===== src/rtl/seq_pkg.sv =====
// Shared definitions for the serial pattern generator and its companion detector.
// Holds the FSM state encoding, field widths and the length-legality helper.
package seq_pkg;

  typedef enum logic [1:0] {
    IDLE = 2'b00,
    SEND = 2'b01,
    GAP  = 2'b10,
    DONE = 2'b11
  } seq_state_t;

  localparam int LEN_W = 5;
  localparam int REP_W = 4;
  localparam int GAP_W = 4;

  function automatic logic len_legal(input logic [LEN_W-1:0] len, input logic [LEN_W:0] max_len);
    return (len != 5'd0) && ({1'b0, len} <= max_len);
  endfunction

endpackage


===== src/rtl/seq_gap_timer.sv =====
// Down-counter that times the idle gap between pattern repetitions.
// A load presets the count; expired is high while the count sits at zero.
module seq_gap_timer
  import seq_pkg::*;
(
  input  logic             clk,
  input  logic             rst,
  input  logic             load,
  input  logic [GAP_W-1:0] load_val,
  input  logic             en,
  output logic             expired
);

  logic [GAP_W-1:0] cnt;

  // Count register: load wins over decrement, saturates at zero
  always_ff @(posedge clk or posedge rst) begin
    if (rst) begin
      cnt <= 4'd0;
    end else if (load) begin
      cnt <= load_val;
    end else if (en && (cnt != 4'd0)) begin
      cnt <= cnt - 4'd1;
    end else begin
      cnt <= cnt;
    end
  end

  assign expired = (cnt == 4'd0);

endmodule


===== src/rtl/seq_gen.sv =====
// Serial pattern generator: sends a captured bit pattern MSB-first, optionally
// repeated with idle gaps. All outputs are registered one cycle behind the FSM state.
module seq_gen
  import seq_pkg::*;
#(
  parameter int MAX_LEN    = 16,
  parameter int GAP_CYCLES = 1
) (
  input  logic               clk,
  input  logic               rst,
  input  logic               start,
  input  logic [MAX_LEN-1:0] pattern,
  input  logic [LEN_W-1:0]   length,
  input  logic [REP_W-1:0]   repeat_cnt,
  input  logic               abort,
  output logic               data,
  output logic               valid,
  output logic               busy,
  output logic               done,
  output logic               err,
  output logic [1:0]         state_out
);

  localparam int               IW        = $clog2(MAX_LEN) + 1;
  localparam logic [LEN_W:0]   MAX_LEN_V = (LEN_W + 1)'(MAX_LEN);
  localparam logic [GAP_W-1:0] GAP_LOAD  = (GAP_CYCLES == 0) ? 4'd0 : GAP_W'(GAP_CYCLES - 1);
  localparam bit               NO_GAP    = (GAP_CYCLES == 0);

  seq_state_t         state, state_next;
  logic [MAX_LEN-1:0] pattern_r, pattern_next, shifted;
  logic [IW-1:0]      idx_r, idx_next, last_r, last_next;
  logic [REP_W-1:0]   rep_r, rep_next;
  logic               data_next, valid_next, err_next;
  logic               gap_load, gap_en, gap_expired;

  seq_gap_timer u_gap_timer (
    .clk      (clk),
    .rst      (rst),
    .load     (gap_load),
    .load_val (GAP_LOAD),
    .en       (gap_en),
    .expired  (gap_expired)
  );

  // Next-state, capture and output-next logic
  always_comb begin
    state_next   = state;
    pattern_next = pattern_r;
    last_next    = last_r;
    idx_next     = idx_r;
    rep_next     = rep_r;
    data_next    = 1'b0;
    valid_next   = 1'b0;
    err_next     = 1'b0;
    gap_load     = 1'b0;
    gap_en       = 1'b0;
    shifted      = pattern_r >> idx_r;
    case (state)
      IDLE: begin
        if (start) begin
          if (len_legal(length, MAX_LEN_V)) begin
            pattern_next = pattern;
            last_next    = IW'(length - 5'd1);
            idx_next     = IW'(length - 5'd1);
            rep_next     = repeat_cnt;
            state_next   = SEND;
          end else begin
            err_next = 1'b1;
          end
        end else begin
          state_next = IDLE;
        end
      end
      SEND: begin
        // An abort truncates: the bit of this cycle is dropped
        if (abort) begin
          state_next = DONE;
        end else begin
          data_next  = shifted[0];
          valid_next = 1'b1;
          if (idx_r != '0) begin
            idx_next = idx_r - IW'(1);
          end else if (rep_r == 4'd1) begin
            state_next = DONE;
          end else begin
            if (rep_r != 4'd0) begin
              rep_next = rep_r - 4'd1;
            end else begin
              rep_next = rep_r;
            end
            idx_next = last_r;
            if (NO_GAP) begin
              state_next = SEND;
            end else begin
              state_next = GAP;
              gap_load   = 1'b1;
            end
          end
        end
      end
      GAP: begin
        if (abort) begin
          state_next = DONE;
        end else if (gap_expired) begin
          state_next = SEND;
        end else begin
          gap_en = 1'b1;
        end
      end
      DONE: begin
        state_next = IDLE;
      end
      default: begin
        state_next = IDLE;
      end
    endcase
  end

  // State, captured transmission context and registered outputs
  always_ff @(posedge clk or posedge rst) begin
    if (rst) begin
      state     <= IDLE;
      pattern_r <= '0;
      last_r    <= '0;
      idx_r     <= '0;
      rep_r     <= 4'd0;
      data      <= 1'b0;
      valid     <= 1'b0;
      busy      <= 1'b0;
      done      <= 1'b0;
      err       <= 1'b0;
      state_out <= 2'b00;
    end else begin
      state     <= state_next;
      pattern_r <= pattern_next;
      last_r    <= last_next;
      idx_r     <= idx_next;
      rep_r     <= rep_next;
      data      <= data_next;
      valid     <= valid_next;
      busy      <= (state != IDLE);
      done      <= (state == DONE);
      err       <= err_next;
      state_out <= state;
    end
  end

endmodule


===== config.mk =====
export PLATFORM = sky130hd
export DESIGN_NAME = seq_gen
export DESIGN_NICKNAME = d
export VERILOG_FILES = /design/src/rtl/seq_pkg.sv /design/src/rtl/seq_gap_timer.sv /design/src/rtl/seq_gen.sv
export SDC_FILE = /design/constraint.sdc
export NUM_CORES = 1
export LEC_CHECK = 0
export ABC_AREA = 1
export CAP_MARGIN = 20
export CORE_ASPECT_RATIO = 1.1
export CORE_MARGIN = 2
export CORE_UTILIZATION = 50
export DETAILED_ROUTE_END_ITERATION = 8
export PLACE_DENSITY = 0.85
export SLEW_MARGIN = 20
export SYNTH_ARGS = -nofsm -noshare
export SYNTH_HDL_FRONTEND = slang
export SYNTH_SLANG_ARGS = --single-unit

===== constraint.sdc =====
create_clock -name clk -period 4.5 [get_ports clk]
set_input_delay 0.45 -clock clk [delete_from_list [all_inputs] [get_ports clk]]
set_output_delay 0.45 -clock clk [all_outputs]
set_load 0.005 [all_outputs]

Yosys cells after proc, flatten, opt, wreduce, memory -nomap -nowiden --
Index checks and enable logic that the tools add are counted.
Cells by class: add/sub/neg operators 4, magnitude comparators 1, eq/ne operators 14, shift operators 1, multiplexer cells 37, reductions and logical operators 15
Operators by type and width (number):
- 4-bit 2-to-1 mux | 8
- 5-bit 2-to-1 mux | 5
- 16-bit by 5-bit >> shifter with 1-bit output | 1
- 1-bit 2-to-1 mux | 15
- 2-bit 2-to-1 mux | 6
- 2-bit != test, second input constant | 6
- 3-bit != test, second input constant | 4
- 5-bit case mux with 2 select lines | 1
- 5-bit nonzero test | 2
- 5-bit by 1-bit subtractor with 5-bit output, second input constant | 2
- 2-bit case mux with 4 select lines | 1
- 4-bit case mux with 2 select lines | 1
- 4-bit nonzero test | 2
- 4-bit by 1-bit subtractor with 4-bit output, second input constant | 2
- 7-bit AND reduction | 1
- 3-bit AND reduction | 2
- 2-bit nonzero test | 3
- 5-bit less-or-equal comparator, second input constant | 1
- 5-bit AND reduction | 1
- 2-bit == test, second input constant | 2
- 4-bit by 1-bit == test with 1-bit output, second input constant | 1
- 4-bit zero test | 1
- 2-bit by 1-bit == test with 1-bit output, second input constant | 1
- 1-bit logical AND | 2
- 2-bit zero test | 1
Storage, ports and cells: register bits after elaboration 43

Longest topological paths before layout --
word-level depth 7, mapped depth 10

Modules after synthesis --
From an unflattened synthesis, not the netlist that was laid out.
Second synthesis, totals: cells, all modules 343, area total of the unflattened synthesis 2541.2 µm²
By module, submodules not included:
- seq_gen | instances 1, cells an instance 296, area an instance 2242.2 µm², sequential area each 975.9 µm²
- seq_gap_timer | instances 1, cells an instance 47, area an instance 299.0 µm², sequential area each 100.1 µm²

Least setup slack after synthesis --
No wires, ideal clock.
path kind register to register, from register idx_r[1], to register rep_r[1], setup time 0.116 ns, arrival 1.415 ns, data required time 4.384 ns, setup slack 2.969 ns, stages on the path, launching flop included 11, buffers on the path 1, path through dfrtp_1 > inv_1 > ha_1 > nand3_2 > buf_6 > nand2_2 > nand2_1 > nor2_1 > nand3_2 > nand2_1 > nand2_1
On the way: longest elaborated chain between the ends 3
Ends and longest elaborated chain:
- start, declared | RTL line seq_gen.sv:31 | logic [IW-1:0] idx_r, idx_next, last_r, last_next;
- start signal, assigned | RTL line seq_gen.sv:137 | idx_r <= idx_next;
- 5-bit nonzero test | RTL line seq_gen.sv:81 | if (idx_r != '0) begin
- 2-bit != test (no line)
- 7-bit AND reduction (no line)
- end signal, assigned | RTL line seq_gen.sv:138 | rep_r <= rep_next;
- end, declared | RTL line seq_gen.sv:32 | logic [REP_W-1:0] rep_r, rep_next;
Every way passes these cells. A chain may end at the register's enable or synchronous reset.

Worst setup path in the final report --
from input length[0], to register pattern_r[0]
On the way: longest elaborated chain between the ends 3, elaborated cells on any way between the ends 4, those cells by class order compare: 1; reduce/logical: 3
Ends and longest elaborated chain:
- start, declared | RTL line seq_gen.sv:13 | input logic [LEN_W-1:0] length,
- 5-bit less-or-equal comparator or 5-bit nonzero test (tied branches) | RTL line seq_pkg.sv:17 | return (len != 5'd0) && ({1'b0, len} <= max_len);
- 1-bit logical AND * | RTL line seq_pkg.sv:17
- 3-bit AND reduction (no line) *
- end signal, assigned | RTL line seq_gen.sv:135 | pattern_r <= pattern_next;
- end, declared | RTL line seq_gen.sv:30 | logic [MAX_LEN-1:0] pattern_r, pattern_next, shifted;
Every way passes the cells marked *; elsewhere a longest branch is shown, timed or not.

==> summary.txt <==
Run status
  – Status: finished clean

Routing
  – Antenna Nets Post-Route: 0
  – Vias per cell: ~5
  – Via count: 2033
  – Residual DRC: 0
  – Wire length per cell: about 12 um
  – Initial DRC Count: around 140
  – TritonRoute pass-1 iters: 4
  – Post-Route WL: around 4.8 mm

Floorplan
  – Die height: 77.5 um
  – Cell Rows: 26
  – Core Footprint: 4680 um^2
  – DIE AREA: about 5500 um^2
  – Die width: 70.8 um
  – Initial core utilization: 0.524
  – Num ports: 36

Critical path
  – Worst Setup Path Type: in2reg
  – Critical path required time: 4.68 ns
  – Crit end category: register
  – CP top delay family: simple AND/OR/NAND/NOR gates
  – Critical path cell sequence: clkdlybuf4s50_1 -> inv_1 -> ha_1 -> nand3_1 -> nand4_2 -> o21ai_0
  – CP Max Fanout: between 40 and 50
  – CP Launch Type: primary input
  – Worst path max stage delay: 0.70 ns
  – Buf+Inv Stages, Crit Path: 2
  – Slowest CP cell: nand4_2
  – Arrival @ worst endpoint: 2.52 ns

Timing
  – Final setup TNS: 0 ns
  – Final hold violation count: 0
  – Post-route minimum period: 2.34 ns
  – Clk_skew: 0.00872 ns
  – Fmax: between 400 and 500 MHz
  – RSZ-0062 raised after global routing: no
  – Worst-margin pin slew: 0.895 ns
  – Relative slew slack: 0.402
  – Final setup violating endpoints: 0
  – Final Max Slew Viols: 0
  – Crit share post-route: 0.521

GRT
  – Vias in the first global route: 1976
  – Largest net degree at the start of global routing: 44
  – Global route overflow: 0
  – Initial antenna violation count: 0
  – GRT Total Usage: 0.194
  – First-pass GRT wire length: 8.73 mm

Logic synthesis
  – Syn Inst Count: 317
  – Top FF cell, synth: dfrtp_1
  – Yosys warning count: 0
  – Count leader, synth: nand2_1
  – Post-synth cell types: 35
  – Cell Area, Synth: 2450 um^2
  – Mean Syn Cell Area: 7.74 um^2
  – Synthesized Nets: 354
  – Seq cells post-synth: 43
  – Post-synth top cells: nand2_1, dfrtp_1, inv_1
  – Area contributors post-synth: dfrtp_1, nand2_1, inv_1
  – Asr flop ratio synth: 1.00
  – Largest area contributor in the netlist: dfrtp_1
  – Post-synth EDFFs: 0
  – Post-synth top area share: 0.439
  – Sequential area share after synthesis: 0.439

Final layout
  – Final #Nets: 388
  – Fillers: ~430
  – Final Cell Area: a little under 3000 um^2
  – P&R area growth vs syn: 18.3%
  – Proportion of layout cells with a drive suffix above 1: 0.0741
  – Ant diodes: 0

CTS
  – CTS H-Tree Depth: 2
  – CTS max path bufs: 2
  – CTS sink cnt: 43
  – CTS Buf Count: 5
  – Hold-fix buffers, CTS: 0
  – # resized after CTS: 0
  – Skew-Pair Late Insertion Delay: 0.30 ns
  – Root Driver: clkbuf_8
  – CTS tree: built
  – CTS clk-pin slew, worst paths: about 0.080 ns
  – Post-CTS setup buffers: 0

Pwr
  – Peak VDD IR: 0.000234 V
  – Combinational fraction of design power: 0.474
  – Flop pwr share: 0.388
  – Clock share of power: 0.137
  – P per Cell Area: 624 nW/um^2
  – Psw: between 0.7 and 0.8 mW
  – Int Power: 1.03 mW
  – Switching share of power: 0.433
  – P_leak: 1.51 nW

Placed design
  – Final estimated routing congestion in global placement: 0.833
  – Placed Area: 2810 um^2
  – IO buf count: 35
  – Final HPWL DP: 3.40 mm

Job
  – Max Cap Viol: 0

Hold path
  – Min-delay worst type: reg2reg
[metrics by stage]
step	hold slack, ns	power (mW)	std cells	worst slack, ns	util
6_report	0.481	1.81	407	2.16	0.619
3_5_place_dp	0.465	1.56	400	1.82	0.601
2_1_floorplan	0.355	1.37	317	2.97	-
3_3_place_gp	0.463	1.53	400	1.98	0.601
5_1_grt	0.506	1.99	407	1.87	0.619
4_1_cts	0.488	1.81	407	2.13	0.619
[registers in the layout, indices dropped and copies added (netlist names)]
name / cells
data: 1
u_gap_timer.cnt: 4
err: 1
done: 1
state_out: 2
idx_r: 5
rep_r: 4
valid: 1
busy: 1
pattern_r: 16
last_r: 5
state: 2
[placed cells by master, fill, tap and decap left out, drive strengths merged]
cell            n
nand3          24
dfrtp          43
xnor2           2
nor3            2
or2             2
o21ai          17
nand2          95
buf             1
a31oi           1
and3            1
a21oi          17
inv            43
nand3b          2
xor2            2
clkbuf          6
a211oi          1
o22ai           2
nor2           36
clkdlybuf4s50  35
ha              8
nand4           5
o211ai          5
clkinv          1
[final timing paths]
path	cells past startpoint	slack [ns]	endpoint	start
min in group asynchronous	3	0.59	pattern_r[1]	rst
min	2	0.48	rep_r[1]	rep_r[1]
min reg2reg	2	0.48	rep_r[1]	rep_r[1]
max	6	2.16	pattern_r[0]	length[0]
max reg2reg	3	2.40	pattern_r[0]	state[1]
max in group asynchronous	3	3.52	pattern_r[6]	rst
[logic make-up (layout without fill, tap and decap cells)]
| group | Yosys count | after routing | share of synthesized area |
|---|---|---|---|
| simple gates | 167 | 167 | 0.315 |
| buf+inv | 52 | 86 | 0.0939 |
| compound gates | 43 | 43 | 0.0969 |
| flops | 43 | 43 | 0.439 |
| fa+ha+maj | 8 | 8 | 0.0408 |
| xor+xnor | 4 | 4 | 0.0143 |
[worst min-delay path, cell delays in order, from the launching register on]
cell and delay, ns:
dfrtp_1 0.35, nand2_1 0.05, nand2_1 0.05
[cell type report]
cell class	count	area (um^2)	area share
sequential	43	1080	0.371
timing repair buffer	36	358	0.123
multi-input combinational	222	1150	0.395
inverter	43	164	0.0565
tap	56	70.1	0.0241
clock buffer	6	82.6	0.0285
clock inverter	1	5.00	0.00172
[routing by layer]
metal	vias up	part of all wire	global-route usage
li1	1068	-	-
met1	913	0.48	0.269
met2	44	0.46	0.302
met3	8	0.039	0.0364
met4	0	0.018	0.0736
met5	-	0	0
[power groups by stage]
| stage | sequential [mW] | clock, mW | combinational (mW) |
|---|---|---|---|
| floorplan | 0.656 | 0 | 0.713 |
| global placement | 0.703 | 0 | 0.825 |
| detailed placement | 0.708 | 0 | 0.848 |
| CTS | 0.701 | 0.255 | 0.858 |
| global route | 0.727 | 0.272 | 0.996 |
| finish | 0.703 | 0.249 | 0.859 |
No activity file was read; power rests on OpenSTA's default activity.
